$ cat config.mk
export PLATFORM = sky130hd
export DESIGN_NAME = asrv32_fsm_v2
export DESIGN_NICKNAME = d
export VERILOG_FILES = /design/src/rtl/asrv32_fsm_v2.sv
export SDC_FILE = /design/constraint.sdc
export NUM_CORES = 1
export LEC_CHECK = 0
export CORE_MARGIN = 1.5
export CORE_UTILIZATION = 34
export DETAILED_ROUTE_END_ITERATION = 7
export GPL_TIMING_DRIVEN = 0
export PLACE_DENSITY = 0.77
export SLEW_MARGIN = 40
export SYNTH_ARGS = -nofsm -noshare
export SYNTH_HDL_FRONTEND = slang
export SYNTH_SLANG_ARGS = --single-unit
$ cat constraint.sdc
create_clock -name i_clk -period 2.18 [get_ports i_clk]
set_input_delay 0.436 -clock i_clk [delete_from_list [all_inputs] [get_ports i_clk]]
set_output_delay 0.436 -clock i_clk [all_outputs]
set_load 0.005 [all_outputs]
$ cat src/rtl/asrv32_fsm_v2.sv
// Multi-cycle RV32 core control FSM: sequences FETCH/DECODE/EXECUTE/MEMORYACCESS/WRITEBACK,
// selects ALU operands, bounds data-memory waits and counts retired instructions.
module asrv32_fsm_v2 #(
  parameter int SKIP_MEM    = 1,
  parameter int MEM_TIMEOUT = 16,
  parameter int RETIRE_W    = 64,
  localparam int OPCODE_WIDTH = 11
) (
  input  logic                    i_clk,
  input  logic                    i_rst_n,
  input  logic [31:0]             i_inst,
  input  logic [31:0]             i_pc,
  input  logic [31:0]             i_rs1_data,
  input  logic [31:0]             i_rs2_data,
  input  logic [31:0]             i_imm,
  input  logic [OPCODE_WIDTH-1:0] i_opcode,
  input  logic                    i_inst_ack,
  input  logic                    i_mem_ack,
  input  logic                    i_stall,
  input  logic                    i_trap,
  output logic                    o_inst_req,
  output logic                    o_mem_req,
  output logic [31:0]             o_inst_q,
  output logic [2:0]              o_stage_q,
  output logic [31:0]             o_op1,
  output logic [31:0]             o_op2,
  output logic                    o_alu_stage_en,
  output logic                    o_memoryaccess_stage_en,
  output logic                    o_writeback_stage_en,
  output logic                    o_csr_stage_en,
  output logic                    o_done_tick,
  output logic                    o_timeout,
  output logic [RETIRE_W-1:0]     o_retire_cnt
);

  // One-hot opcode bit positions
  localparam int OP_RTYPE  = 0;
  localparam int OP_ITYPE  = 1;
  localparam int OP_LOAD   = 2;
  localparam int OP_STORE  = 3;
  localparam int OP_BRANCH = 4;
  localparam int OP_JAL    = 5;
  localparam int OP_JALR   = 6;
  localparam int OP_LUI    = 7;
  localparam int OP_AUIPC  = 8;
  localparam int OP_SYSTEM = 9;
  localparam int OP_FENCE  = 10;

  localparam logic [7:0] WAIT_LAST = 8'(MEM_TIMEOUT - 1);

  typedef enum logic [2:0] {
    FETCH        = 3'd0,
    DECODE       = 3'd1,
    EXECUTE      = 3'd2,
    MEMORYACCESS = 3'd3,
    WRITEBACK    = 3'd4
  } stage_e;

  stage_e              stage_q, stage_d;
  logic [31:0]         inst_q, inst_d;
  logic [7:0]          wait_q, wait_d;
  logic                timeout_q, timeout_d;
  logic [RETIRE_W-1:0] retire_q;
  logic                done_tick;

  logic is_ldst, is_mem_path;
  assign is_ldst     = i_opcode[OP_LOAD] | i_opcode[OP_STORE];
  assign is_mem_path = is_ldst | i_opcode[OP_SYSTEM];

  logic unused_opcode_bits;
  assign unused_opcode_bits = ^{i_opcode[OP_ITYPE], i_opcode[OP_JALR],
                                i_opcode[OP_LUI], i_opcode[OP_FENCE]};

  always_comb begin
    stage_d   = stage_q;
    inst_d    = inst_q;
    wait_d    = wait_q;
    timeout_d = 1'b0;
    if (i_trap) begin
      stage_d = FETCH;
      wait_d  = '0;
    end else if (!i_stall) begin
      case (stage_q)
        FETCH: begin
          if (i_inst_ack) begin
            inst_d  = i_inst;
            stage_d = DECODE;
          end
        end
        DECODE:  stage_d = EXECUTE;
        EXECUTE: stage_d = ((SKIP_MEM != 0) && !is_mem_path) ? WRITEBACK : MEMORYACCESS;
        MEMORYACCESS: begin
          // An ack in the final wait cycle still completes the access
          if (!is_ldst || i_mem_ack) begin
            stage_d = WRITEBACK;
            wait_d  = '0;
          end else if (wait_q == WAIT_LAST) begin
            stage_d   = FETCH;
            wait_d    = '0;
            timeout_d = 1'b1;
          end else begin
            wait_d = wait_q + 8'd1;
          end
        end
        WRITEBACK: stage_d = FETCH;
        default:   stage_d = FETCH;
      endcase
    end
  end

  assign done_tick = (stage_q == WRITEBACK) && (stage_d == FETCH) && !i_trap && !i_stall;

  always_ff @(posedge i_clk or negedge i_rst_n) begin
    if (!i_rst_n) begin
      stage_q   <= FETCH;
      inst_q    <= '0;
      wait_q    <= '0;
      timeout_q <= 1'b0;
      retire_q  <= '0;
    end else begin
      stage_q   <= stage_d;
      inst_q    <= inst_d;
      wait_q    <= wait_d;
      timeout_q <= timeout_d;
      if (done_tick) retire_q <= retire_q + {{(RETIRE_W-1){1'b0}}, 1'b1};
    end
  end

  always_comb begin
    o_op1 = '0;
    o_op2 = '0;
    if (stage_q == EXECUTE) begin
      o_op1 = (i_opcode[OP_JAL] | i_opcode[OP_AUIPC]) ? i_pc : i_rs1_data;
      o_op2 = (i_opcode[OP_RTYPE] | i_opcode[OP_BRANCH]) ? i_rs2_data : i_imm;
    end
  end

  // Fetch request is held off while reset is asserted
  assign o_inst_req              = (stage_q == FETCH) && i_rst_n;
  assign o_mem_req               = (stage_q == MEMORYACCESS) && is_ldst;
  assign o_inst_q                = inst_q;
  assign o_stage_q               = stage_q;
  assign o_alu_stage_en          = (stage_q == EXECUTE);
  assign o_memoryaccess_stage_en = (stage_q == MEMORYACCESS);
  assign o_writeback_stage_en    = (stage_q == WRITEBACK);
  assign o_csr_stage_en          = (stage_q == MEMORYACCESS);
  assign o_done_tick             = done_tick;
  assign o_timeout               = timeout_q;
  assign o_retire_cnt            = retire_q;

endmodule

=== Word-level counts from Yosys, hierarchy flattened ===
Index checks and enable logic that the tools add are counted.

* Bits in registers: 108
* Input port bits: 177
* Output and inout port bits: 171
* Word-level logic and storage cells: 54

* Add/sub/neg operators: 2
* Equal/unequal tests: 6
* Muxes and demuxes: 21
* Bitwise logic cells: 6
* Reductions and logical operators: 14

{| class="wikitable"
|+ Operators by type and width
! kind !! count
|-
| two-way mux 32 bit || 4
|-
| adder 64 x 1 -> 64 bit, second input constant || 1
|-
| two-way mux 8 bit || 5
|-
| two-way mux 3 bit || 6
|-
| case mux 3 bit (4 select lines) || 1
|-
| adder 8 x 1 -> 8 bit, second input constant || 1
|-
| equality test 8 x 4 -> 1 bit, second input constant || 1
|-
| equality test 3 x 2 -> 1 bit, second input constant || 2
|-
| logical NOT 3 bit || 2
|-
| logical AND 1 bit || 5
|-
| two-way mux 1 bit || 5
|-
| bitwise OR 1 bit || 4
|-
| AND reduction 4 bit || 1
|-
| equality test 3 x 1 -> 1 bit, second input constant || 1
|-
| equality test 3 bit, second input constant || 1
|-
| logical NOT 1 bit || 3
|-
| inequality test 2 x 1 -> 1 bit, second input constant || 1
|-
| NOT 1 bit || 2
|-
| AND reduction 2 bit || 1
|-
| nonzero test 2 bit || 1
|-
| logical OR 1 bit || 1
|}

=== Depth between registers and ports, before layout ===
* Depth after elaboration: 11
* Mapped depth: 7
* Gate-level depth less buffers: 6

=== Worst setup path before layout ===
OpenSTA, ideal clock, no wires.

* Kind: register to register
* Start: register stage_q[0], in the netlist o_stage_q[0]
* End: register retire_q[57], in the netlist o_retire_cnt[57]
* Arrival time: 2.170 ns
* Required time: 2.101 ns
* Slack: -0.069 ns
* Stages on the path, launching flop included: 7
* Clock period less this slack: 2.249 ns
* Cells stage by stage: dfrtp_1 -> buf_6 -> or4_4 -> nor4_4 -> nand3_4 -> nor4_4 -> xor2_1

* Word-level cells in the longest chain between the ends: 9
* Elaborated cells between the ends (all ways): 15
* Those cells by class: eq/ne: 4; mux: 6; reduce/logical: 5

{| class="wikitable"
|+ RTL lines
! item !! RTL line !! RTL
|-
| from (decl) || 59 || <nowiki>stage_e stage_q, stage_d;</nowiki>
|-
| from (signal assigned) || 121 || <nowiki>stage_q <= stage_d;</nowiki>
|-
| two-way mux 3 bit || 97 || <nowiki>end else if (wait_q == WAIT_LAST) begin</nowiki>
|-
| two-way mux 3 bit || 94 || <nowiki>if (!is_ldst || i_mem_ack) begin</nowiki>
|-
| case mux 3 bit (4 select lines) || 83 || <nowiki>case (stage_q)</nowiki>
|-
| two-way mux 3 bit || 82 || <nowiki>end else if (!i_stall) begin</nowiki>
|-
| two-way mux 3 bit || 79 || <nowiki>if (i_trap) begin</nowiki>
|-
| logical NOT 3 bit || 111 || <nowiki>assign done_tick = (stage_q == WRITEBACK) && (stage_d == FETCH) && !i_trap && !i_stall;</nowiki>
|-
| logical AND 1 bit (*) (3 in a row) || 111 ||
|-
| to (signal assigned) || 125 || <nowiki>if (done_tick) retire_q <= retire_q + {{(RETIRE_W-1){1'b0}}, 1'b1};</nowiki>
|-
| to (decl) || 63 || <nowiki>logic [RETIRE_W-1:0] retire_q;</nowiki>
|}

Mark *: on every way between the ends. The rest lies on a longest branch, timed or not.
A chain may end at the register's enable or synchronous reset.

=== Final worst setup path ===
* Start: register stage_q[0], in the netlist o_stage_q[0]
* End: output o_op2[18]

* Word-level cells in the longest chain between the ends: 2

{| class="wikitable"
|+ RTL lines
! item !! RTL line !! RTL
|-
| equality test 3 x 2 -> 1 bit || 132 || <nowiki>if (stage_q == EXECUTE) begin</nowiki>
|-
| two-way mux 32 bit || 132 ||
|-
| to (decl) || 26 || <nowiki>output logic [31:0] o_op2,</nowiki>
|}

No other way between the ends.

==> reports/results.ini <==
[status]
status = finished clean

[timing]
finalSetupViolCount = 0
fin_skew_ns = 0.00992
tns_ns = 0
fin_crit_ns = 2.17
rsz0062_at_grt = true
slew_violations = 0
tightest_slew_ns = 0.668
hold_violations = 0
timing.final.crit_share_pct = 99.7
relSlewSlack_pct = 55.5
fmax_mhz = 460

[global_route]
grt_pass1_wl_um = 33900
grt-ovfl-total = 0
grt_pass1_vias = 6177
antenna_found_initial = 1
globalRouteTotalUtil_pct = 24.6
grt_max_degree = 72

[synthesis]
synth.most_common_cell = nand2_1
yosysWarnings = 0
yosysSeqAreaShare_pct = 46.5
synth_commonest_cells = nand2_1 (168), dfrtp_1 (108), a21oi_1 (72), nor2_1 (38), xor2_1 (35)
syn_avg_cell_area_sq_um = 8.82
yosysUniqueCellTypes = 39
ys_async_sr_fraction_pct = 100
synth_top_area_share_pct = 46.5
ys_ff_latch = 108
synth-edff-count = 0
synth_top_cell_by_area = dfrtp_1
netlist_top_cells_area = dfrtp_1 (46%), nand2_1 (11%), mux2_2 (6.4%), a21oi_1 (6.2%), xor2_1 (5.3%)
syn-cell-area_sq_mm = 0.00581
synthFlopType = dfrtp_1
synth_fp_nets = 838
synth_cells = 659

[routing]
drt_pass1_iterations = 5
vias_per_cell = 4.99
ant_nets = 0
drtIter0Drc = 242
wirelength_um = 23100
num_vias = 6356
wire_per_inst_um = 18.1
route.detailed.drc = 0

[worst_setup_path]
r2r-end = o_retire_cnt[49]$_DFFE_PN0P_
crit_path_max_incr_delay_ns = 0.39
worstPathMaxFanout = 7
regToRegSetupSlack_ns = 0.04
cpMostUsedCell = buf_6
reg2regPathDepth = 8
startpoint_type = flip-flop
crit_buf_inv = 5
critPathTopFamily = buffers and inverters
timing.rr.start = o_stage_q[0]$_DFF_PN0_
slowest_stage = dfrtp_1
worstSetupPathType = reg -> out
endpoint_kind = output port
cp.depth = 8
crit_chain = buf_6, nor2_4, nand2_2, buf_8, buf_6, buf_16, a21oi_4, buf_2
cp.required_ns = 1.74
arrival_ns = 1.74

[placement]
gp_congestion = 0.907
dp_hpwl_um = 17300
io_buffers = 343
postPlaceCellArea_sq_mm = 0.00956

[layout]
fin_util_pct = 62.4
nets = 1228
drive_above_1_share_pct = 23.0
syn_to_final_growth_pct = 78.6
final_area_sq_mm = 0.0104

[power]
p_clk_share_pct = 31.1
power_density_mw_per_mm2 = 512
p_int_w = 0.00398
share_seq_of_total_power_pct = 42.7
sw_frac_of_total_pct = 25.2
p_leak_nw = 4.66
p_sw_w = 0.00134
peakVddDrop_v = 0.000684
pwr-share-comb_pct = 26.2
finalPower_w = 0.00532

[clocking]
clk_pin_slew_ns = 0.07
cts_tree = yes
cts.path.max_buffers = 2
clk_latency_ns = 0.35
cts_max_level = 3
root_buffer = clkbuf_16
cts_buffers = 9
clock-sinks = 108

[hold_path]
hold_class = in -> async

[floorplan]
die_area_sq_mm = 0.0179
row_count = 47
start_util_pct = 34.9
chipWidth_um = 134
boundaryPins = 348
coreArea_sq_mm = 0.0166
die_height_um = 134

[flow_run]
drv_cap = 0

## metrics by stage
step           hold slack, ns  worst slack, ns  std cells
2_1_floorplan           0.140           0.0324        659
3_3_place_gp            0.456            -3.87       1222
3_5_place_dp            0.335           -0.869       1223
4_1_cts                0.0234         -0.00737       1259
5_1_grt                0.0358          -0.0778       1274
6_report               0.0395          0.00652       1274
## cell type report
cell class                      instances  area (sq um)
Clock inverter                          4          48.8
Tap cell                              220           275
Multi-Input combinational cell        505          3280
Clock buffer                           11           243
Buffer                                 25           258
Antenna cell                            1          2.50
Inverter                               15          58.8
Fill cell                            1417          6260
Sequential cell                       108          2700
Timing Repair Buffer                  385          3520
## layout by cell type (no fill, tap or decap), types with 14 or more instances in the layout
master / count
nand3_1: 22
nor2_1: 35
a21oi_1: 38
dfrtp_1: 107
mux2_2: 33
nand4_1: 24
xor2_1: 35
buf_4: 41
clkbuf_2: 17
xnor2_1: 29
clkdlybuf4s50_1: 265
inv_1: 14
a21oi_2: 27
nand2_1: 166
buf_2: 40
nor3_1: 14
dlygate4sd2_1: 14
## logic make-up (layout without fill, tap and decap cells)
group	Yosys count	after routing	share of synthesized area, %
xor+xnor	64	64	9.64
fa+ha+maj	2	2	0.430
mux	33	33	6.39
buf+inv	46	440	3.21
simple gates	320	320	26.2
other cells	0	1	0
compound gates	86	86	7.62
flops	108	108	46.5
## state kept, by name, indices dropped and copies added, names as in the netlist
register      flops
o_inst_q         32
wait_q            8
o_timeout         1
o_stage_q         3
o_retire_cnt     64
## routing by layer
layer | GRT usage, % | vias to the layer above | wire (um) | part of all wire (%)
met4 | 6.88 | 0 | 525 | 2.3
li1 | - | 3020 | - | -
met2 | 38.8 | 244 | 11100 | 48
met3 | 7.94 | 34 | 1770 | 7.7
met1 | 32.6 | 3058 | 9670 | 42
met5 | 0 | - | 0 | 0
## worst reg2reg max path, cell delays in order, from the launching register on
cell     delay, ns
dfrtp_1       0.39
buf_6         0.14
or4_4         0.53
nor4_4        0.18
buf_4         0.18
nand3_4       0.13
buf_4         0.19
nor3_2        0.20
xnor2_1       0.14
## power by group through the flow
stage               clock, W  combinational [W]  sequential, W
floorplan                  0           0.000347        0.00232
detailed placement         0            0.00130        0.00231
global placement           0            0.00129        0.00230
finish               0.00165            0.00139        0.00227
global route         0.00179            0.00149        0.00230
CTS                  0.00171            0.00138        0.00227
## how the worst max path moves through the flow
stage / from / slack, ns / endpoint
finish: o_stage_q[0]$_DFF_PN0_ / 0.007 / o_op2[18]
global route: o_stage_q[0]$_DFF_PN0_ / -0.08 / o_op2[18]
CTS: o_stage_q[0]$_DFF_PN0_ / -0.007 / o_op2[18]
detailed placement: i_opcode[5] / -0.87 / o_op1[5]
global placement: i_rst_n / -3.87 / o_inst_req
floorplan: o_stage_q[0]$_DFF_PN0_ / 0.03 / o_retire_cnt[32]$_DFFE_PN0P_
## what timing repair did
action | in CTS | in global routing
resized for setup | 326 | 60
cloned | 2 | 0
setup endpoints to repair | 109 | 95
hold buffers | 1 | 0
pin swaps | 11 | 11
buffers inserted | 22 | 16
endpoints found under the hold margin | 38 | 0
(Power assumes the default switching activity.)
